<file path="src/rtl/forwarding_control_if.sv">
//==============================================================================
// Module      : forwarding_control_if
// Description : Hazard-compare inputs and forwarding select/counter outputs
//               of the EX-stage forwarding unit.
// Revision    : 1.0 - initial release
//==============================================================================
`default_nettype none

interface forwarding_control_if #(
    parameter int ADDR_W = 5,
    parameter int CNT_W  = 16
);
    logic              i_rd_wren_mem;
    logic              i_rd_wren_wb;
    logic [ADDR_W-1:0] i_rs1_addr;
    logic [ADDR_W-1:0] i_rs2_addr;
    logic [ADDR_W-1:0] i_mem_rd_addr;
    logic [ADDR_W-1:0] i_wb_rd_addr;
    logic [1:0]        o_forwarding_a;
    logic [1:0]        o_forwarding_b;
    logic [CNT_W-1:0]  o_fwd_mem_cnt;
    logic [CNT_W-1:0]  o_fwd_wb_cnt;

    modport master (
        output i_rd_wren_mem, i_rd_wren_wb, i_rs1_addr, i_rs2_addr,
               i_mem_rd_addr, i_wb_rd_addr,
        input  o_forwarding_a, o_forwarding_b, o_fwd_mem_cnt, o_fwd_wb_cnt
    );

    modport slave (
        input  i_rd_wren_mem, i_rd_wren_wb, i_rs1_addr, i_rs2_addr,
               i_mem_rd_addr, i_wb_rd_addr,
        output o_forwarding_a, o_forwarding_b, o_fwd_mem_cnt, o_fwd_wb_cnt
    );
endinterface

`default_nettype wire

</file>
<file path="src/rtl/forwarding_control.sv">
//==============================================================================
// Module      : forwarding_control
// Description : EX-stage data-hazard forwarding unit with saturating
//               forwarding-event counters.
// Revision    : 1.0 - initial release
//==============================================================================
`default_nettype none

module forwarding_control #(
    parameter int ADDR_W  = 5,
    parameter int CNT_W   = 16,
    parameter int REG_OUT = 0
) (
    input  wire logic            i_clk,
    input  wire logic            i_rst_n,
    forwarding_control_if.slave  bus
);

    localparam logic [ADDR_W-1:0] X0_ADDR  = '0;
    localparam logic [1:0]        SEL_REG  = 2'b00;
    localparam logic [1:0]        SEL_MEM  = 2'b10;
    localparam logic [1:0]        SEL_WB   = 2'b01;
    localparam logic [CNT_W-1:0]  CNT_MAX  = '1;

    logic             mem_hit_a;
    logic             mem_hit_b;
    logic             wb_hit_a;
    logic             wb_hit_b;
    logic [1:0]       sel_a;
    logic [1:0]       sel_b;
    logic             mem_event;
    logic             wb_event;
    logic [CNT_W-1:0] mem_cnt;
    logic [CNT_W-1:0] wb_cnt;

    // x0 is hard-wired to zero, so a write to it must never be forwarded.
    assign mem_hit_a = bus.i_rd_wren_mem && (bus.i_mem_rd_addr == bus.i_rs1_addr)
                       && (bus.i_mem_rd_addr != X0_ADDR);
    assign mem_hit_b = bus.i_rd_wren_mem && (bus.i_mem_rd_addr == bus.i_rs2_addr)
                       && (bus.i_mem_rd_addr != X0_ADDR);
    assign wb_hit_a  = bus.i_rd_wren_wb && (bus.i_wb_rd_addr == bus.i_rs1_addr)
                       && (bus.i_wb_rd_addr != X0_ADDR);
    assign wb_hit_b  = bus.i_rd_wren_wb && (bus.i_wb_rd_addr == bus.i_rs2_addr)
                       && (bus.i_wb_rd_addr != X0_ADDR);

    always_comb begin
        sel_a = SEL_REG;
        sel_b = SEL_REG;
        if (mem_hit_a)     sel_a = SEL_MEM;
        else if (wb_hit_a) sel_a = SEL_WB;
        if (mem_hit_b)     sel_b = SEL_MEM;
        else if (wb_hit_b) sel_b = SEL_WB;
    end

    // Counter conditions always use the combinational selects, even when
    // the outputs are registered.
    assign mem_event = (sel_a == SEL_MEM) || (sel_b == SEL_MEM);
    assign wb_event  = ((sel_a == SEL_WB) || (sel_b == SEL_WB)) && !mem_event;

    generate
        if (REG_OUT != 0) begin : g_reg_out
            logic [1:0] sel_a_q;
            logic [1:0] sel_b_q;

            always_ff @(posedge i_clk or negedge i_rst_n) begin
                if (!i_rst_n) begin
                    sel_a_q <= SEL_REG;
                    sel_b_q <= SEL_REG;
                end else begin
                    sel_a_q <= sel_a;
                    sel_b_q <= sel_b;
                end
            end

            assign bus.o_forwarding_a = sel_a_q;
            assign bus.o_forwarding_b = sel_b_q;
        end else begin : g_comb_out
            assign bus.o_forwarding_a = sel_a;
            assign bus.o_forwarding_b = sel_b;
        end
    endgenerate

    always_ff @(posedge i_clk or negedge i_rst_n) begin
        if (!i_rst_n) begin
            mem_cnt <= '0;
            wb_cnt  <= '0;
        end else begin
            if (mem_event && (mem_cnt != CNT_MAX)) mem_cnt <= mem_cnt + 1'b1;
            if (wb_event  && (wb_cnt  != CNT_MAX)) wb_cnt  <= wb_cnt + 1'b1;
        end
    end

    assign bus.o_fwd_mem_cnt = mem_cnt;
    assign bus.o_fwd_wb_cnt  = wb_cnt;

endmodule

`default_nettype wire

</file>
<file path="src/flat_wrapper.sv">
// flat-port wrapper written by rule: the top's interface ports become plain ports
module forwarding_control_flat 
#(
    parameter int ADDR_W  = 5,
    parameter int CNT_W   = 16,
    parameter int REG_OUT = 0
)
  (i_clk, i_rst_n, bus_i_rd_wren_mem, bus_i_rd_wren_wb, bus_i_rs1_addr, bus_i_rs2_addr, bus_i_mem_rd_addr, bus_i_wb_rd_addr, bus_o_forwarding_a, bus_o_forwarding_b, bus_o_fwd_mem_cnt, bus_o_fwd_wb_cnt);
  forwarding_control_if #(.ADDR_W(ADDR_W), .CNT_W(CNT_W)) bus_i ();
  input  wire logic i_clk;
  input  wire logic i_rst_n;
  input wire logic [$bits(bus_i.i_rd_wren_mem)-1:0] bus_i_rd_wren_mem;
  input wire logic [$bits(bus_i.i_rd_wren_wb)-1:0] bus_i_rd_wren_wb;
  input wire logic [$bits(bus_i.i_rs1_addr)-1:0] bus_i_rs1_addr;
  input wire logic [$bits(bus_i.i_rs2_addr)-1:0] bus_i_rs2_addr;
  input wire logic [$bits(bus_i.i_mem_rd_addr)-1:0] bus_i_mem_rd_addr;
  input wire logic [$bits(bus_i.i_wb_rd_addr)-1:0] bus_i_wb_rd_addr;
  output wire logic [$bits(bus_i.o_forwarding_a)-1:0] bus_o_forwarding_a;
  output wire logic [$bits(bus_i.o_forwarding_b)-1:0] bus_o_forwarding_b;
  output wire logic [$bits(bus_i.o_fwd_mem_cnt)-1:0] bus_o_fwd_mem_cnt;
  output wire logic [$bits(bus_i.o_fwd_wb_cnt)-1:0] bus_o_fwd_wb_cnt;
  assign bus_i.i_rd_wren_mem = bus_i_rd_wren_mem;
  assign bus_i.i_rd_wren_wb = bus_i_rd_wren_wb;
  assign bus_i.i_rs1_addr = bus_i_rs1_addr;
  assign bus_i.i_rs2_addr = bus_i_rs2_addr;
  assign bus_i.i_mem_rd_addr = bus_i_mem_rd_addr;
  assign bus_i.i_wb_rd_addr = bus_i_wb_rd_addr;
  assign bus_o_forwarding_a = bus_i.o_forwarding_a;
  assign bus_o_forwarding_b = bus_i.o_forwarding_b;
  assign bus_o_fwd_mem_cnt = bus_i.o_fwd_mem_cnt;
  assign bus_o_fwd_wb_cnt = bus_i.o_fwd_wb_cnt;
  forwarding_control #(.ADDR_W(ADDR_W), .CNT_W(CNT_W), .REG_OUT(REG_OUT)) u_core (.i_clk(i_clk), .i_rst_n(i_rst_n), .bus(bus_i));
endmodule
</file>
<file path="config.mk">
export PLATFORM = sky130hd
export DESIGN_NAME = forwarding_control_flat
export DESIGN_NICKNAME = d
export VERILOG_FILES = /design/src/rtl/forwarding_control_if.sv /design/src/rtl/forwarding_control.sv /design/src/flat_wrapper.sv
export SDC_FILE = /design/constraint.sdc
export NUM_CORES = 1
export LEC_CHECK = 0
export BUFFER_PORTS_ARGS = -buffer_cell sky130_fd_sc_hd__buf_2
export CORE_AREA = 2 2 98 76
export CTS_CLUSTER_SIZE = 14
export DETAILED_ROUTE_END_ITERATION = 10
export DIE_AREA = 0 0 100 78
export GPL_TIMING_DRIVEN = 0
export PLACE_DENSITY_LB_ADDON = 0.25
export SETUP_SLACK_MARGIN = 0.1
export SLEW_MARGIN = 40
export SYNTH_ARGS = -nofsm -noshare
export SYNTH_HDL_FRONTEND = slang
export SYNTH_SLANG_ARGS = --single-unit
</file>
<file path="constraint.sdc">
create_clock -name i_clk -period 2.1 [get_ports i_clk]
set_input_delay 0.42 -clock i_clk [delete_from_list [all_inputs] [get_ports i_clk]]
set_output_delay 0.42 -clock i_clk [all_outputs]
set_load 0.02 [all_outputs]
</file>
# After elaboration in Yosys (flattened, before gate mapping)
# Cells that the tools add are included.
[op_classes]
add_sub_neg = 2
eq_ne = 10
mux = 4
n_reduce_logical = 16
[op_table]
columns = ["op", "count"]
rows = [
  ["$add 16x1->16 const B", 2],
  ["$ne 16x16->1 const B", 2],
  ["$eq 5x5->1", 4],
  ["$logic_and 1x1->1", 11],
  ["$reduce_bool 5->1", 2],
  ["$eq 2x1->1 const B", 2],
  ["$eq 2x2->1 const B", 2],
  ["$mux 2", 2],
  ["$logic_or 1x1->1", 2],
  ["$mux 1", 2],
  ["$logic_not 1->1", 1],
]
[word_totals]
reg_bits = 32
input_bits = 24

# Longest topological paths before layout
[depth]
depth_word = 10
mapped_depth = 8
ltp_nobuf = 7

# Worst setup path after synthesis
# OpenSTA, ideal clock, no wires.
[synth_path]
path_kind = "input -> output"
startpoint = "input port bus_i_mem_rd_addr[1]"
endpoint = "output port bus_o_forwarding_a[0]"
arrival_ns = 1.735
setup_slack_ns = -0.055
cell_stages = 4
path_buffers = 0
cell_sequence = "or4_4 o21ai_4 nor2_1 nor3b_1"
[synth_between]
elab_chain_len = 4
elab_cells_between_ends = 5
cone_classes = "eq/ne: 1; mux: 1; reduce/logical: 3"
[synth_rtl]
columns = ["element", "line", "source"]
rows = [
  ["start, declared", "flat_wrapper.sv:16", "input wire logic [$bits(bus_i.i_mem_rd_addr)-1:0] bus_i_mem_rd_addr;"],
  ["$eq 5x5->1", "forwarding_control.sv:37", "assign mem_hit_a = bus.i_rd_wren_mem && (bus.i_mem_rd_addr == bus.i_rs1_addr)"],
  ["$logic_and 1x1->1", "forwarding_control.sv:37", ""],
  ["$logic_and 1x1->1 (*)", "forwarding_control.sv:38", "&& (bus.i_mem_rd_addr != X0_ADDR);"],
  ["via u_core.mem_hit_a", "forwarding_control.sv:25", "logic mem_hit_a;"],
  ["$mux 2 (*)", "forwarding_control.sv:49", "if (mem_hit_a) sel_a = SEL_MEM;"],
  ["end, declared", "flat_wrapper.sv:18", "output wire logic [$bits(bus_i.o_forwarding_a)-1:0] bus_o_forwarding_a;"],
]
# The timed path passes the listed nets; every way through them passes the cells marked *.

# Final worst setup path
[layout_path]
startpoint = "input port bus_i_mem_rd_addr[4]"
endpoint = "output port bus_o_forwarding_b[0]"
[layout_between]
elab_chain_len = 4
elab_cells_between_ends = 5
cone_classes = "eq/ne: 1; mux: 1; reduce/logical: 3"
[layout_rtl]
columns = ["element", "line", "source"]
rows = [
  ["$eq 5x5->1", "forwarding_control.sv:39", "assign mem_hit_b = bus.i_rd_wren_mem && (bus.i_mem_rd_addr == bus.i_rs2_addr)"],
  ["$logic_and 1x1->1", "forwarding_control.sv:39", ""],
  ["$logic_and 1x1->1 (*)", "forwarding_control.sv:40", "&& (bus.i_mem_rd_addr != X0_ADDR);"],
  ["via u_core.mem_hit_b", "forwarding_control.sv:26", "logic mem_hit_b;"],
  ["$mux 2 (*)", "forwarding_control.sv:51", "if (mem_hit_b) sel_b = SEL_MEM;"],
  ["end, declared", "flat_wrapper.sv:19", "output wire logic [$bits(bus_i.o_forwarding_b)-1:0] bus_o_forwarding_b;"],
]
# Marks and branches as above.

==> summary.txt <==
Run status
  – Outcome: finished, final reports clean

Critical path
  – Crit end category: output pin
  – R2R depth: 6
  – RR Endpoint: u_core.bus.o_fwd_wb_cnt[14]
  – Flop2flop setup slack: 0.18 ns
  – Crit path DAT: 1.63 ns
  – CP Max Fanout: 3
  – Critical path class: primary input to output pin
  – CP required: 1.68 ns
  – Crit path capture: bus_o_forwarding_b[0]
  – Critical Path Source Type: primary input
  – Worst R2R Start: u_core.bus.o_fwd_wb_cnt[1]
  – Setup crit start: bus_i_mem_rd_addr[4]

GRT
  – Vias in the first global route: 1675
  – Global-route wire length before repair: 8550 µm
  – All-Layer GR Usage: 0.139
  – Antenna violations before repair: 0
  – Largest net degree at the start of global routing: 33
  – GRT Residual Overflow: 0

Yosys
  – Yosys cell types: 38
  – Yosys warns: 0
  – Seq cells post-synth: 32
  – Cell area after synthesis: 2020 µm²
  – Syn nets: ~220
  – Post-Syn Area per Cell: 10.6 µm²
  – Sequential-to-total area share from yosys stat: 0.397
  – Syn Inst Count: 191

Finish
  – Non-Filler Instances: between 300 and 400
  – Post-layout util: 0.407
  – Fillers: 670
  – Final #Nets: 291
  – Area growth, synth to finish: 36.6%
  – Share of layout cells above drive strength 1: 0.451
  – Multi-input logic area: 1290 µm²
  – FF/Latch Area: 805 µm²
  – Antenna cells: 0

Power
  – Psw: a little under 0.0006 W
  – Pleak: 1.26 nW
  – Gate power share: 0.280
  – Cell Pwr Density: 641 nW/µm²
  – Clock power share: 0.284
  – Switching Share: 0.330
  – Reg power frac: 0.436
  – Max IR drop VDD: 284 µV
  – Internal power: roughly 0.0012 W

Timing
  – # setup viols final: 0
  – Final Hold Viols: 0
  – Unrepaired setup endpoints after global routing: yes
  – Relative slew slack: 0.539
  – Fin. max-slew vios: 0
  – Worst Tran Pin Value: 0.688 ns
  – Final worst path period share: 0.977
  – Worst Skew: roughly 0.0055 ns
  – Fin Setup TNS: 0 ns
  – Peak Freq: about 0.5 GHz
  – Minimum clock period: 2.05 ns

Drt
  – First DRT Iteration DRCs: 60
  – Via count: roughly 1700
  – Drt first pass iters: 6
  – Final wirelength: 5040 µm
  – Routed WL per cell: about 14 µm
  – Post-DRT Antenna Nets: 0
  – Via-to-Cell Ratio: 4.80
  – Post-route DRC violation count: 0

Flow run
  – Number of max-cap violations: 0

CTS
  – Num Clock Sinks: 32
  – Max clock buf depth: 2
  – Clk Latency, worst-skew pair: 0.28 ns
  – CTS tree: yes
  – CTS clk-pin slew, worst paths: 0.07 ns
  – TritonCTS Buffers: 5
  – Root Driver: clkbuf_8
  – CTS Hold Bufs: 0
  – Clock H-tree levels: 2

Floorplanning
  – I/O Pins: 60
  – Row cnt: 26
  – Die Y: 78 µm
  – Die ar.: 7800 µm²
  – Starting Density: 0.298
  – Core footprint: about 6800 µm²
  – Die X-Extent: around 100 µm

Placement
  – Input/output buffers: 59
  – Hpwl dp: 3630 µm
  – Placed Instances: 334
  – GPL Wtd Cong: just under 0.9

Worst hold path
  – Min-delay worst type: primary input to async pin
[critical path, cell delays in order]
cell and delay [ns]:
buf_8 0.09, or4_4 0.54, o21ai_4 0.20, nor2_2 0.07, nor3b_2 0.15, buf_4 0.16
[flip-flops by register name, summed over array words and instances (netlist names)]
register / cells
u_core.bus.o_fwd_mem_cnt: 16
u_core.bus.o_fwd_wb_cnt: 16
[power by group through the flow]
| stage | Combinational (W) | Sequential, W | Clock [W] |
|---|---|---|---|
| global route | 0.000546 | 0.000781 | 0.000552 |
| CTS | 0.000436 | 0.000763 | 0.000520 |
| floorplan | 0.000161 | 0.000853 | 0 |
| global placement | 0.000389 | 0.000784 | 0 |
| finish | 0.000495 | 0.000769 | 0.000501 |
| detailed placement | 0.000393 | 0.000785 | 0 |
[metal layers]
layer  GRT usage  part of all wire
met1       0.191              0.49
met2       0.216              0.46
met3      0.0414             0.043
met4      0.0301            0.0069
met5           0                 0
[layout make-up]
| cell class | count | area share |
|---|---|---|
| tap | 84 | 0.0382 |
| timing repair buffer | 67 | 0.142 |
| multi-input combinational | 149 | 0.470 |
| buffer | 7 | 0.0204 |
| clock buffer | 8 | 0.0327 |
| sequential | 32 | 0.292 |
| inverter | 3 | 0.00409 |
[placed cells by master (no fill, tap or decap), types with 4 or more instances in the layout]
cell type  synthesis  routed
nand2_1           10      10
xor2_1            31      31
nor2_1            10       8
nor3_1            12       7
buf_6              1       6
nand4_1            7       7
clkbuf_8           0       6
nor4_4             3       4
buf_2              3      55
dfrtp_1           32      29
nand3_1           13      12
xnor2_1           18      18
nor4_1             7       4
buf_4              2      12
[how the worst min path moves through the flow]
stage                                              to  slack, ns  cells past startpoint
final                     u_core.bus.o_fwd_mem_cnt[3]       0.07                      1
after detailed placement  u_core.bus.o_fwd_mem_cnt[8]       0.48                      1
after floorplan           u_core.bus.o_fwd_mem_cnt[0]       0.12                      0
after global placement    u_core.bus.o_fwd_mem_cnt[8]       0.48                      1
after global routing      u_core.bus.o_fwd_mem_cnt[3]       0.10                      1
after CTS                 u_core.bus.o_fwd_mem_cnt[3]       0.23                      1
[cell families (layout without fill, tap and decap cells)]
kind of cell,Yosys count,in the layout,share of synthesized area
flip-flops,32,32,0.397
XOR/XNOR,49,49,0.213
AO/OA/AOI/OAI,6,6,0.0348
adder cells (fa/ha/maj),2,2,0.0124
AND/OR/NAND/NOR,90,90,0.304
buffers and inverters,10,85,0.0279
multiplexers,2,2,0.0112
[Yosys cell counts (all sizes together)]
master / number / share of area
and4b: 1 / 0.0050
inv: 3 / 0.0056
xor2: 31 / 0.13
buf: 6 / 0.020
o21ai: 3 / 0.024
nor3b: 4 / 0.017
or3: 3 / 0.0093
nor4: 11 / 0.060
nor3: 12 / 0.030
nand3: 14 / 0.037
or4: 4 / 0.019
nor4b: 4 / 0.035
mux2: 2 / 0.011
dfrtp: 32 / 0.40
clkbuf: 1 / 0.0019
a21o: 1 / 0.0037
nand2b: 1 / 0.0031
ha: 2 / 0.012
nand3b: 2 / 0.0074
nand2: 10 / 0.019
a21oi: 2 / 0.0068
xnor2: 18 / 0.078
or2: 2 / 0.0062
nor2: 12 / 0.025
and3: 3 / 0.0093
nand4: 7 / 0.022
[metrics by stage]
stage	worst slack, ns	power (W)	cell area, µm²	hold WS, ns
floorplan	0.116	0.00101	2030	0.124
global placement	-0.0652	0.00117	2430	0.476
detailed placement	-0.0533	0.00118	2430	0.485
CTS	0.0240	0.00172	2620	0.228
global route	-0.0123	0.00188	2750	0.100
finish	0.0479	0.00176	2750	0.0727
[timing repair]
action                                  CTS  global route
gates resized for setup                  20            20
endpoints found under the setup margin   20            27
buffers inserted                          3             5
pin swaps                                 5             4
gates cloned                              0             0
(Power assumes the default switching activity.)
